**src/rtl/tank_input_pkg.sv**
```systemverilog
// Shared types, input vector layout and stick-to-lever mapping for tank_input_conditioner.
package tank_input_pkg;

    // Layout of the merged raw input vector fed to the debouncer.
    localparam int unsigned NumInputs = 13;
    localparam int unsigned IdxJoy1   = 0;
    localparam int unsigned IdxJoy2   = 4;
    localparam int unsigned IdxFire   = 8;
    localparam int unsigned IdxStart  = 10;
    localparam int unsigned IdxCoin   = 12;

    // Lever bit positions: player 1 owns {W_Fw,W_Bk,X_Fw,X_Bk}, player 2 owns {Y_Fw,Y_Bk,Z_Fw,Z_Bk}.
    localparam int unsigned LeverLsbP1 = 4;
    localparam int unsigned LeverLsbP2 = 0;

    typedef logic [3:0] dir_t;         // {up,down,left,right}
    typedef logic [3:0] lever_code_t;  // {Fw_a,Bk_a,Fw_b,Bk_b}, active high

    typedef enum logic [1:0] {CoinIdle, CoinPulse, CoinGap} coin_state_t;

    function automatic lever_code_t map_dir(input dir_t dir);
        lever_code_t code;
        case (dir)
            4'b1010: code = 4'b0010;  // UL
            4'b1000: code = 4'b1010;  // U
            4'b1001: code = 4'b1000;  // UR
            4'b0001: code = 4'b1001;  // R
            4'b0101: code = 4'b0100;  // DR
            4'b0100: code = 4'b0101;  // D
            4'b0110: code = 4'b0001;  // DL
            4'b0010: code = 4'b0110;  // L
            default: code = 4'b0000;
        endcase
        return code;
    endfunction

endpackage

```
**src/rtl/input_debounce.sv**
```systemverilog
// Two-flop synchroniser plus tick-sampled history debouncer; a bit's level changes only
// after DEB_SAMPLES consecutive equal samples.
module input_debounce #(
    parameter int unsigned WIDTH       = 13,
    parameter int unsigned DEB_SAMPLES = 4
) (
    input  logic             clk_sys,
    input  logic             reset,
    input  logic             tick,
    input  logic [WIDTH-1:0] din,
    output logic [WIDTH-1:0] dout
);

    logic [WIDTH-1:0]                  sync1_q, sync2_q;
    logic [WIDTH-1:0]                  level_q, level_d;
    logic [WIDTH-1:0][DEB_SAMPLES-1:0] hist_q, hist_d;

    always_comb begin
        hist_d  = hist_q;
        level_d = level_q;
        if (tick) begin
            for (int i = 0; i < WIDTH; i++) begin
                hist_d[i] = {hist_q[i][DEB_SAMPLES-2:0], sync2_q[i]};
                if (&hist_d[i]) begin
                    level_d[i] = 1'b1;
                end else if (~|hist_d[i]) begin
                    level_d[i] = 1'b0;
                end
            end
        end
    end

    always_ff @(posedge clk_sys) begin
        if (reset) begin
            sync1_q <= '0;
            sync2_q <= '0;
            hist_q  <= '0;
            level_q <= '0;
        end else begin
            sync1_q <= din;
            sync2_q <= sync1_q;
            hist_q  <= hist_d;
            level_q <= level_d;
        end
    end

    assign dout = level_q;

endmodule

```
**src/rtl/tank_input_conditioner.sv**
```systemverilog
// Conditions merged player inputs for the ultra_tank core: debounce, stick-to-lever mapping with
// direction settling, and rate-limited fixed-width coin pulses.
module tank_input_conditioner #(
    parameter int unsigned TICK_DIV         = 12000,
    parameter int unsigned DEB_SAMPLES      = 4,
    parameter int unsigned SETTLE_TICKS     = 3,
    parameter int unsigned COIN_PULSE_TICKS = 50,
    parameter int unsigned COIN_GAP_TICKS   = 100
) (
    input  logic       clk_sys,
    input  logic       reset,
    input  logic [3:0] joy1_dir,
    input  logic [3:0] joy2_dir,
    input  logic [1:0] fire,
    input  logic [1:0] start,
    input  logic       coin,
    output logic [7:0] lever_n,
    output logic [1:0] fire_o,
    output logic [1:0] start_n,
    output logic [1:0] coin_n,
    output logic       coin_busy
);
    import tank_input_pkg::*;

    localparam int unsigned PrescW  = (TICK_DIV > 1) ? $clog2(TICK_DIV) : 1;
    localparam int unsigned SettleW = $clog2(SETTLE_TICKS + 1);
    localparam int unsigned CoinMax = (COIN_PULSE_TICKS > COIN_GAP_TICKS) ?
                                      COIN_PULSE_TICKS : COIN_GAP_TICKS;
    localparam int unsigned CoinW   = $clog2(CoinMax + 1);

    localparam logic [PrescW-1:0]  PrescLast  = PrescW'(TICK_DIV - 1);
    localparam logic [SettleW-1:0] SettleLast = SettleW'(SETTLE_TICKS - 1);
    localparam logic [CoinW-1:0]   PulseLast  = CoinW'(COIN_PULSE_TICKS - 1);
    localparam logic [CoinW-1:0]   GapLast    = CoinW'(COIN_GAP_TICKS - 1);

    logic [PrescW-1:0]    presc_q;
    logic                 tick;
    logic [NumInputs-1:0] raw_in, deb;
    lever_code_t          lever_code [2];
    logic [7:0]           lever_n_d, lever_n_q;
    logic [1:0]           fire_q, start_n_q;

    // Prescaler
    always_ff @(posedge clk_sys) begin
        if (reset || tick) begin
            presc_q <= '0;
        end else begin
            presc_q <= presc_q + 1'b1;
        end
    end

    assign tick   = (presc_q == PrescLast);
    assign raw_in = {coin, start, fire, joy2_dir, joy1_dir};

    input_debounce #(
        .WIDTH       (NumInputs),
        .DEB_SAMPLES (DEB_SAMPLES)
    ) u_debounce (
        .clk_sys (clk_sys),
        .reset   (reset),
        .tick    (tick),
        .din     (raw_in),
        .dout    (deb)
    );

    // Per-player settle filter: a new code must hold for SETTLE_TICKS ticks, neutral commits fast.
    for (genvar p = 0; p < 2; p++) begin : g_settle
        dir_t             dir;
        lever_code_t      mapped;
        lever_code_t      cand_q, cand_d, commit_q, commit_d;
        logic [SettleW-1:0] cnt_q, cnt_d;

        assign dir    = (p == 0) ? deb[IdxJoy1 +: 4] : deb[IdxJoy2 +: 4];
        assign mapped = map_dir(dir);

        always_comb begin
            cand_d   = cand_q;
            commit_d = commit_q;
            cnt_d    = cnt_q;
            if (mapped != cand_q) begin
                cand_d = mapped;
                cnt_d  = '0;
            end else if (tick && (cand_q != commit_q)) begin
                if ((cand_q == '0) || (cnt_q == SettleLast)) begin
                    commit_d = cand_q;
                    cnt_d    = '0;
                end else begin
                    cnt_d = cnt_q + 1'b1;
                end
            end
        end

        always_ff @(posedge clk_sys) begin
            if (reset) begin
                cand_q   <= '0;
                commit_q <= '0;
                cnt_q    <= '0;
            end else begin
                cand_q   <= cand_d;
                commit_q <= commit_d;
                cnt_q    <= cnt_d;
            end
        end

        assign lever_code[p] = commit_q;
    end

    always_comb begin
        lever_n_d = '1;
        lever_n_d[LeverLsbP1 +: 4] = ~lever_code[0];
        lever_n_d[LeverLsbP2 +: 4] = ~lever_code[1];
    end

    always_ff @(posedge clk_sys) begin
        if (reset) begin
            lever_n_q <= 8'hFF;
            fire_q    <= 2'b00;
            start_n_q <= 2'b11;
        end else begin
            lever_n_q <= lever_n_d;
            fire_q    <= deb[IdxFire +: 2];
            start_n_q <= ~deb[IdxStart +: 2];
        end
    end

    // Coin FSM
    coin_state_t      coin_state_q, coin_state_d;
    logic [CoinW-1:0] coin_cnt_q, coin_cnt_d;
    logic [1:0]       pending_q, pending_d;
    logic             coin_prev_q, coin_edge, pend_dec;
    logic [1:0]       coin_n_q;
    logic             coin_busy_q;

    assign coin_edge = deb[IdxCoin] & ~coin_prev_q;

    always_comb begin
        coin_state_d = coin_state_q;
        coin_cnt_d   = coin_cnt_q;
        pend_dec     = 1'b0;
        unique case (coin_state_q)
            CoinIdle: begin
                if (pending_q != 2'd0) begin
                    coin_state_d = CoinPulse;
                    coin_cnt_d   = '0;
                    pend_dec     = 1'b1;
                end
            end
            CoinPulse: begin
                if (tick) begin
                    if (coin_cnt_q == PulseLast) begin
                        coin_state_d = CoinGap;
                        coin_cnt_d   = '0;
                    end else begin
                        coin_cnt_d = coin_cnt_q + 1'b1;
                    end
                end
            end
            CoinGap: begin
                if (tick) begin
                    if (coin_cnt_q == GapLast) begin
                        coin_state_d = CoinIdle;
                        coin_cnt_d   = '0;
                    end else begin
                        coin_cnt_d = coin_cnt_q + 1'b1;
                    end
                end
            end
            default: begin
                coin_state_d = CoinIdle;
                coin_cnt_d   = '0;
            end
        endcase

        // Simultaneous edge and decrement cancel; otherwise saturate at 3.
        pending_d = pending_q;
        if (coin_edge && !pend_dec) begin
            if (pending_q != 2'd3) begin
                pending_d = pending_q + 2'd1;
            end
        end else if (!coin_edge && pend_dec) begin
            pending_d = pending_q - 2'd1;
        end
    end

    always_ff @(posedge clk_sys) begin
        if (reset) begin
            coin_state_q <= CoinIdle;
            coin_cnt_q   <= '0;
            pending_q    <= 2'd0;
            coin_prev_q  <= 1'b0;
            coin_n_q     <= 2'b11;
            coin_busy_q  <= 1'b0;
        end else begin
            coin_state_q <= coin_state_d;
            coin_cnt_q   <= coin_cnt_d;
            pending_q    <= pending_d;
            coin_prev_q  <= deb[IdxCoin];
            coin_n_q     <= (coin_state_d == CoinPulse) ? 2'b00 : 2'b11;
            coin_busy_q  <= (coin_state_d != CoinIdle) || (pending_d != 2'd0);
        end
    end

    assign lever_n   = lever_n_q;
    assign fire_o    = fire_q;
    assign start_n   = start_n_q;
    assign coin_n    = coin_n_q;
    assign coin_busy = coin_busy_q;

endmodule

```
**config.mk**
```make
export PLATFORM = sky130hd
export DESIGN_NAME = tank_input_conditioner
export DESIGN_NICKNAME = d
export VERILOG_FILES = /design/src/rtl/tank_input_pkg.sv /design/src/rtl/input_debounce.sv /design/src/rtl/tank_input_conditioner.sv
export SDC_FILE = /design/constraint.sdc
export NUM_CORES = 1
export LEC_CHECK = 0
export ABC_CLOCK_PERIOD_IN_PS = 2500
export BUFFER_PORTS_ARGS = -buffer_cell sky130_fd_sc_hd__buf_4
export CORE_MARGIN = 5
export CORE_UTILIZATION = 27
export CTS_CLUSTER_SIZE = 40
export DETAILED_ROUTE_END_ITERATION = 10
export PLACE_DENSITY = 0.5
export RECOVER_POWER = 25
export SETUP_SLACK_MARGIN = 0.02
export SLEW_MARGIN = 25
export SYNTH_ARGS = -nofsm -noshare
export SYNTH_HDL_FRONTEND = slang
export SYNTH_SLANG_ARGS = --single-unit
```
**constraint.sdc**
```tcl
create_clock -name clk_sys -period 2.5 [get_ports clk_sys]
set_input_delay 0.375 -clock clk_sys [delete_from_list [all_inputs] [get_ports clk_sys]]
set_output_delay 0.375 -clock clk_sys [all_outputs]
set_load 0.01 [all_outputs]
```
==> flow_summary.yaml, run 1 <==
yosys:
  syn_inst: 625
  synth_edf_count: 0
  synth_area_um2: 5570
  ys_ff_latch: 138
  syn_area_per_cell_um2: 8.92
  yosys_warnings: 0
  syn-num-nets: 651
  ys_seq_area_frac: 0.496
  ys_types: 54
  synth_ff_type: "dfxtp_1"
  async_flop_share: 0
cts:
  clk_path_buf_depth: 2
  cts_root_buf: "clkbuf_16"
  cts_made_buffers: 17
  clk_pin_slew_worst_paths_ns: 0.06
  ctsHoldBuffers: 0
  tritoncts: "built"
  cts_sinks: 138
  h-tree-depth: 4
  clkLatencyLatePin_ns: 0.41
timing:
  period_minus_slack_ns: 2.43
  worst_slack_ns: 0.0701
  tightest_slew_ns: 0.946
  relSlewSlack: 0.370
  totalNegativeSetupSlack_ns: 0
  hold_viol_final: 0
  fmax_ghz: 0.412
  maxSlewViolCount: 0
  fin_crit_sh: 0.972
  fin_skew_ns: 0.00682
  setup_viol: 0
  rsz0062_at_grt: "no"
power:
  p_leak_nw: 2.29
  ir_drop_mv: 0.452
  power_density_nw_per_um2: 778
worst_setup_path:
  cp_max_fo: 14
  critPathLaunchType: "register"
  ff2ff_path_depth: 6
  cp_slowest_cell: "or4_4"
  critical_path_buf_inv_count: 1
  critPathKind: "reg2reg"
  worstPathCellList: "or4b_4 -> or4_4 -> buf_12 -> or4_1 -> a21oi_2 -> nor3_1"
  end_kind: "register"
  cp.arrival_ns: 2.71
  cp_data_required_time_ns: 2.78
  cpLargestDelayFamily: "simple AND/OR/NAND/NOR gates"
  slowest_delay_ns: 0.60
  crit_cells: 6
grt:
  grt_pass1_wl_um: 20000
  grt_max_degree: 54
  antenna_found_initial: 0
  track_usage: 0.101
  grt_pass1_vias: 4269
  grt_remaining_overflow: 0
layout:
  layout_common_cells: "dfxtp_1, nand2_1, a21oi_1, buf_4, nor2_1"
  drive_gt1_frac: 0.133
  final_common_cell: "dfxtp_1"
  layout.nets: 676
  n_fill_cell: 2087
  area_growth_pct: 20.5
  multi_input_area_um2: 2610
  utilization: 0.331
  diodes: 0
  regArea_um2: 2760
min_path:
  hold_depth: 2
  hp-class: "in2reg"
routing:
  drcViolationCount: 0
  drt_iter0_markers: 232
  dr.pass1.iters: 4
  wl_um: 12100
  viasPerCell: 4.77
  routedWlPerCell_um: 13.0
  num_vias: 4443
  ant_nets: 0
outcome:
  status: "finished, final reports clean"
die:
  die_y_um: 154
  die_x_um: 154
  core.rowCount: 52
  io_pins: 30
  dieArea_um2: 23600
  start_util: 0.275
  fp.coreArea_um2: 20300
place:
  portBuffers: 29
  finalWeightedCongestion: 0.840
  dp_hpwl_um: 7770
  dpl_worst_slack_ns: 0.0817
run:
  max_cap_viol_count: 0
cell type report:
cell class | instances | area share
Clock inverter | 8 | 0.0142
Tap cell | 270 | 0.0503
Clock buffer | 22 | 0.0706
Sequential cell | 138 | 0.412
Multi-Input combinational cell | 433 | 0.388
Timing Repair Buffer | 45 | 0.0568
Inverter | 15 | 0.00839
worst reg2reg max path, cell delays in order (launching register included):
cell,delay (ns)
dfxtp_1,0.32
or4b_4,0.57
or4_4,0.60
buf_12,0.18
or4_1,0.42
a21oi_2,0.16
nor3_1,0.06
power by group:
part	internal (W)	switching (W)	leakage [nW]	total, W
Combinational	0.000197	0.000287	0.893	0.000484
Sequential	0.00227	0.0000485	1.12	0.00232
Clock	0.00153	0.000888	0.278	0.00242
Total	0.00400	0.00122	2.29	0.00522
repair_timing:
item                                   CTS  global route
setup buffers                            0             2
setup endpoints to repair                0            12
resized for setup                        0             3
endpoints found under the hold margin    0             0
worst paths after layout:
kind	end	slack, ns	from
worst max-delay path	u_debounce.dout[8]	0.07	presc_q[8]
worst min-delay path	u_debounce.sync1_q[7]	0.17	joy2_dir[3]
worst max register to register	u_debounce.dout[8]	0.07	presc_q[8]
worst min register to register	lever_n[3]	0.42	g_settle[1].commit_q[3]
cells in the mapped netlist (2+ instances only):
cell,count,area (µm²)
nand3b_1,6,45.0
o41ai_1,3,26.3
and3_1,4,25.0
nor2_1,32,120
dfxtp_1,138,2760
nand2_1,110,413
a211oi_1,11,82.6
inv_1,15,56.3
nor4_1,6,37.5
or3_1,5,31.3
buf_1,2,7.51
xnor2_1,12,105
nor4bb_1,4,40.0
o211ai_1,3,22.5
xor2_1,13,114
nand3_1,9,45.0
o21ba_2,2,20.0
or3b_2,3,26.3
or2_2,2,12.5
a41oi_1,13,114
nor3_1,23,115
clkbuf_1,33,124
nand4_1,3,18.8
buf_2,2,10.0
a2111oi_0,3,26.3
nor3b_1,4,30.0
nor2b_1,31,194
a21oi_1,60,300
or4_1,14,105
o22ai_1,2,12.5
nand2b_1,5,31.3
ha_1,11,138
mux2i_1,10,100
o31ai_1,2,15.0
o221a_2,2,22.5
o21ai_0,9,45.0
metrics by stage:
| stage | hold WS, ns | total power [W] | instances | cell area [µm²] |
|---|---|---|---|---|
| after global routing | 0.152 | 0.00548 | 931 | 6710 |
| after floorplan | 0.371 | 0.00271 | 625 | 5570 |
| final | 0.172 | 0.00522 | 931 | 6710 |
| after CTS | 0.152 | 0.00530 | 927 | 6640 |
| after global placement | 0.409 | 0.00283 | 897 | 6070 |
| after detailed placement | 0.407 | 0.00286 | 897 | 6070 |
cell families (layout without fill, tap and decap cells):
logic type	Yosys count	after routing	synth area share
adder cells (fa/ha/maj)	11	11	0.0247
buffers and inverters	54	90	0.0388
XOR/XNOR	25	25	0.0393
flip-flops	138	138	0.496
multiplexers	10	10	0.0180
AO/OA/AOI/OAI	121	121	0.139
AND/OR/NAND/NOR	266	266	0.244
state kept, by name, indices dropped and copies added, names as in the netlist, 2 cells and up:
signal / cells
coin_cnt_q: 7
coin_state_q: 2
fire_o: 2
g_settle.cand_q: 8
g_settle.cnt_q: 4
g_settle.commit_q: 8
lever_n: 8
pending_q: 2
presc_q: 14
start_n: 2
u_debounce.dout: 13
u_debounce.hist_q: 39
u_debounce.sync1_q: 13
u_debounce.sync2_q: 13
routing by layer:
metal / vias to the layer above / global-route usage / wire length, µm
met5: - / 0 / 0
met4: 0 / 0.0408 / 140
met3: 12 / 0.0318 / 419
met2: 76 / 0.168 / 5900
met1: 2125 / 0.121 / 5620
li1: 2230 / - / -
No activity file was read; power rests on OpenSTA's default activity.
==> inputs of run 2 (changes only) <==
--- a/config.mk
+++ b/config.mk
@@ -15,3 +15,3 @@
 export RECOVER_POWER = 25
-export SETUP_SLACK_MARGIN = 0.02
+export SETUP_SLACK_MARGIN = 0.05
 export SLEW_MARGIN = 25
--- a/constraint.sdc
+++ b/constraint.sdc
@@ -3,2 +3,2 @@
 set_output_delay 0.375 -clock clk_sys [all_outputs]
-set_load 0.01 [all_outputs]
+set_load 0.005 [all_outputs]
==> flow_summary.yaml, run 2 (synthesis gave the netlist of run 1 again) <==
outcome:
  status: "finished, final reports clean"
power:
  power_frac_seq: 0.445
  pwr-share-comb: 0.091
  power_density_nw_per_um2: 767
  clock_power_share: 0.464
  ir_drop_mv: 0.457
  p_leak_nw: 2.33
  switching_share: 0.233
  intPower_w: 0.00400
  p_sw_w: 0.00122
die:
  fp.coreArea_um2: 20300
  die_y_um: 154
  io_pins: 30
  start_util: 0.275
  core.rowCount: 52
  dieArea_um2: 23600
  die_x_um: 154
timing:
  setup_viol: 0
  rsz0062_at_grt: "yes"
  fin_crit_sh: 0.977
  fmax_ghz: 0.409
  period_minus_slack_ns: 2.44
  tightest_slew_ns: 0.979
  totalNegativeSetupSlack_ns: 0
  fin_skew_ns: 0.00665
  relSlewSlack: 0.347
  hold_viol_final: 0
  maxSlewViolCount: 0
layout:
  layout.nets: 678
  utilization: 0.335
  area_growth_pct: 22.0
  final_common_cell: "dfxtp_1"
  largest_registers: "u_debounce.hist_q (39), presc_q (14)"
  layout_common_cells: "dfxtp_1, nand2_1, a21oi_1, buf_4, nor2_1"
  largest-register: "u_debounce.hist_q"
  diodes: 0
  largest_register_ffs: 39
  drive_gt1_frac: 0.154
routing:
  dr.pass1.iters: 4
  ant_nets: 0
  wl_um: 12300
  drt_iter0_markers: 240
  viasPerCell: 4.79
  routedWlPerCell_um: 13.1
  drcViolationCount: 0
  num_vias: 4468
cts:
  h-tree-depth: 4
  clk_pin_slew_worst_paths_ns: 0.06
  clk_path_buf_depth: 2
  tritoncts: "built"
  clkLatencyLatePin_ns: 0.41
  cts_root_buf: "clkbuf_16"
  cts_sinks: 138
  cts_made_buffers: 17
run:
  max_cap_viol_count: 0
worst_setup_path:
  r2r_slack_ns: 0.06
  critPathLaunchType: "register"
  r2r_start: "presc_q[8]"
  cp_max_fo: 7
  critPathKind: "reg2reg"
  cp.arrival_ns: 2.73
  crit_start: "presc_q[8]"
  cp_data_required_time_ns: 2.79
  end_kind: "register"
place:
  finalWeightedCongestion: 0.840
  dp_hpwl_um: 7770
  portBuffers: 29
grt:
  grt_pass1_wl_um: 20000
  grt_remaining_overflow: 0
  grt_pass1_vias: 4269
  track_usage: 0.101
  grt_max_degree: 54
  antenna_found_initial: 0
min_path:
  hp-class: "in2reg"
  hp-start: "joy2_dir[3]"
-- run 2: path summary, 6_finish.rpt --
| check | endpoint | cells past startpoint |
|---|---|---|
| worst max register to register | u_debounce.dout[6] | 6 |
| worst max-delay path | u_debounce.dout[6] | 6 |
| worst min register to register | lever_n[3] | 1 |
| worst min-delay path | u_debounce.sync1_q[7] | 2 |
-- run 2: layout make-up --
type | count | area [µm²]
tap | 270 | 338
fill | 2079 | 13500
clock buffer | 22 | 474
timing repair buffer | 47 | 414
inverter | 15 | 56.3
multi-input combinational | 433 | 2660
sequential | 138 | 2760
clock inverter | 8 | 95.1
-- run 2: worst max-delay path: stages, from the launching register on --
cell	delay [ns]
dfxtp_2	0.32
or4b_4	0.57
or4_4	0.63
clkbuf_16	0.20
or4_1	0.40
a21oi_1	0.14
nor3_1	0.06
-- run 2: stage by stage --
stage / worst slack [ns] / cell area [µm²] / instances / hold WS, ns / total power [W]
2_1_floorplan: 0.189 / 5570 / 625 / 0.371 / 0.00270
3_3_place_gp: 0.135 / 6070 / 897 / 0.409 / 0.00282
3_5_place_dp: 0.0817 / 6070 / 897 / 0.407 / 0.00285
4_1_cts: 0.0551 / 6640 / 927 / 0.152 / 0.00529
5_1_grt: 0.0201 / 6800 / 933 / 0.152 / 0.00547
6_report: 0.0577 / 6800 / 933 / 0.171 / 0.00521
-- run 2: what timing repair did --
action,4_1_cts,5_1_grt
hold buffers,0,0
endpoints found under the hold margin,0,0
buffers inserted,0,3
endpoints found under the setup margin,0,14
resized for setup,0,16
-- run 2: layer usage --
metal | GRT usage | wire length (µm)
met5 | 0 | 0
met4 | 0.0408 | 328
met3 | 0.0318 | 462
met2 | 0.168 | 5840
met1 | 0.121 | 5630
-- run 2: power by group through the flow --
stage / registers (W) / logic (W) / clock network [W]
floorplan: 0.00236 / 0.000343 / 0
global placement: 0.00237 / 0.000453 / 0
detailed placement: 0.00237 / 0.000478 / 0
CTS: 0.00232 / 0.000480 / 0.00249
global route: 0.00233 / 0.000541 / 0.00260
finish: 0.00232 / 0.000475 / 0.00242
==> inputs of run 3 (changes only) <==
MAX_ROUTING_LAYER = met4   (was default)
==> flow_summary.yaml, run 3 (synthesis gave the netlist of run 1 again) <==
die:
  die_x_um: 154
  io_pins: 30
  dieArea_um2: 23600
  die_y_um: 154
  fp.coreArea_um2: 20300
  core.rowCount: 52
  start_util: 0.275
timing:
  fmax_ghz: 0.408
  hold_viol_final: 0
  totalNegativeSetupSlack_ns: 0
  tightest_slew_ns: 1.02
  setup_viol: 0
  fin_crit_sh: 0.980
  fin_skew_ns: 0.00532
  period_minus_slack_ns: 2.45
  rsz0062_at_grt: "yes"
  relSlewSlack: 0.322
  maxSlewViolCount: 0
cts:
  tritoncts: "built"
  clk_pin_slew_worst_paths_ns: 0.06
  clkLatencyLatePin_ns: 0.41
  cts_made_buffers: 17
  clk_path_buf_depth: 2
  cts_root_buf: "clkbuf_16"
  cts_sinks: 138
  h-tree-depth: 4
routing:
  drcViolationCount: 0
  num_vias: 4489
  viasPerCell: 4.81
  routedWlPerCell_um: 13.2
  wl_um: 12300
  dr.pass1.iters: 4
  ant_nets: 0
  drt_iter0_markers: 233
place:
  finalWeightedCongestion: 0.853
  portBuffers: 29
  dpl-instance-area_um2: 6070
  dp_hpwl_um: 7770
grt:
  grt_max_degree: 54
  grt_remaining_overflow: 0
  grt_pass1_wl_um: 20000
  track_usage: 0.104
  grt_pass1_vias: 4261
  antenna_found_initial: 0
power:
  ir_drop_mv: 0.457
  power_density_nw_per_um2: 767
  p_leak_nw: 2.33
worst_setup_path:
  cp.arrival_ns: 2.74
  crit_start: "presc_q[8]"
  critPathKind: "reg2reg"
  slowest_delay_ns: 0.63
  r2r_start: "presc_q[8]"
  end_kind: "register"
  cp_data_required_time_ns: 2.79
  cp_slowest_cell: "or4_4"
  cp_max_fo: 7
  critPathLaunchType: "register"
  worstPathCellList: "or4b_4 -> or4_4 -> clkbuf_16 -> or4_1 -> a21oi_1 -> nor3_1"
layout:
  area_growth_pct: 22.0
  largest-register: "u_debounce.hist_q"
  drive_gt1_frac: 0.154
  multi_input_area_um2: 2660
  largest_register_ffs: 39
  regArea_um2: 2760
  largest_registers: "u_debounce.hist_q (39), presc_q (14)"
  final_area_um2: 6800
  final_common_cell: "dfxtp_1"
  layout_common_cells: "dfxtp_1, nand2_1, a21oi_1, buf_4, nor2_1"
  n_fill_cell: 2079
  layout.nets: 678
  diodes: 0
min_path:
  hp-class: "in2reg"
  hp-start: "joy2_dir[3]"
run:
  max_cap_viol_count: 0
outcome:
  status: "finished, final reports clean"
run 3: worst paths after layout:
check                           to  slack (ns)  cells past startpoint
max             u_debounce.dout[6]        0.05                      6
min          u_debounce.sync1_q[7]        0.17                      2
min reg2reg             lever_n[3]        0.42                      1
max reg2reg     u_debounce.dout[6]        0.05                      6
run 3: cell type report:
type	count	area share
Clock buffer	22	0.0698
Clock inverter	8	0.0140
Inverter	15	0.00828
Multi-Input combinational cell	433	0.391
Sequential cell	138	0.407
Tap cell	270	0.0497
Timing Repair Buffer	47	0.0609
run 3: report_power, final:
part           leakage (nW)  internal [W]  switching [W]
clock                 0.278       0.00153       0.000890
combinational         0.933      0.000196       0.000279
sequential             1.12       0.00227      0.0000490
total                  2.33       0.00400        0.00122
run 3: routing by layer:
| metal | track usage | routed length, µm | up-vias | share of wire |
|---|---|---|---|---|
| met5 | - | 0 | - | 0 |
| met3 | 0.0304 | 415 | 28 | 0.034 |
| li1 | - | - | 2239 | - |
| met4 | 0.0408 | 333 | 0 | 0.027 |
| met2 | 0.168 | 5890 | 82 | 0.48 |
| met1 | 0.122 | 5690 | 2140 | 0.46 |
run 3: repair_timing:
item                       4_1_cts  5_1_grt
buffers inserted                 0        3
resized for setup                0       16
setup endpoints to repair        0       14
hold buffers                     0        0
run 3: worst max-delay path, delay by kind of cell, from the launching register on:
kind / cells / cell delay, ns
buf+inv: 1 / 0.20
flops: 1 / 0.32
compound gates: 1 / 0.14
simple gates: 4 / 1.66
run 3: metrics by stage:
stage / worst slack [ns] / total power, W / utilization / cells / hold slack [ns]
after detailed placement: 0.0817 / 0.00285 / 0.299 / 897 / 0.407
final: 0.0493 / 0.00521 / 0.335 / 933 / 0.172
after CTS: 0.0551 / 0.00529 / 0.327 / 927 / 0.152
after floorplan: 0.189 / 0.00270 / - / 625 / 0.371
after global routing: 0.0201 / 0.00547 / 0.335 / 933 / 0.153
after global placement: 0.135 / 0.00282 / 0.299 / 897 / 0.409
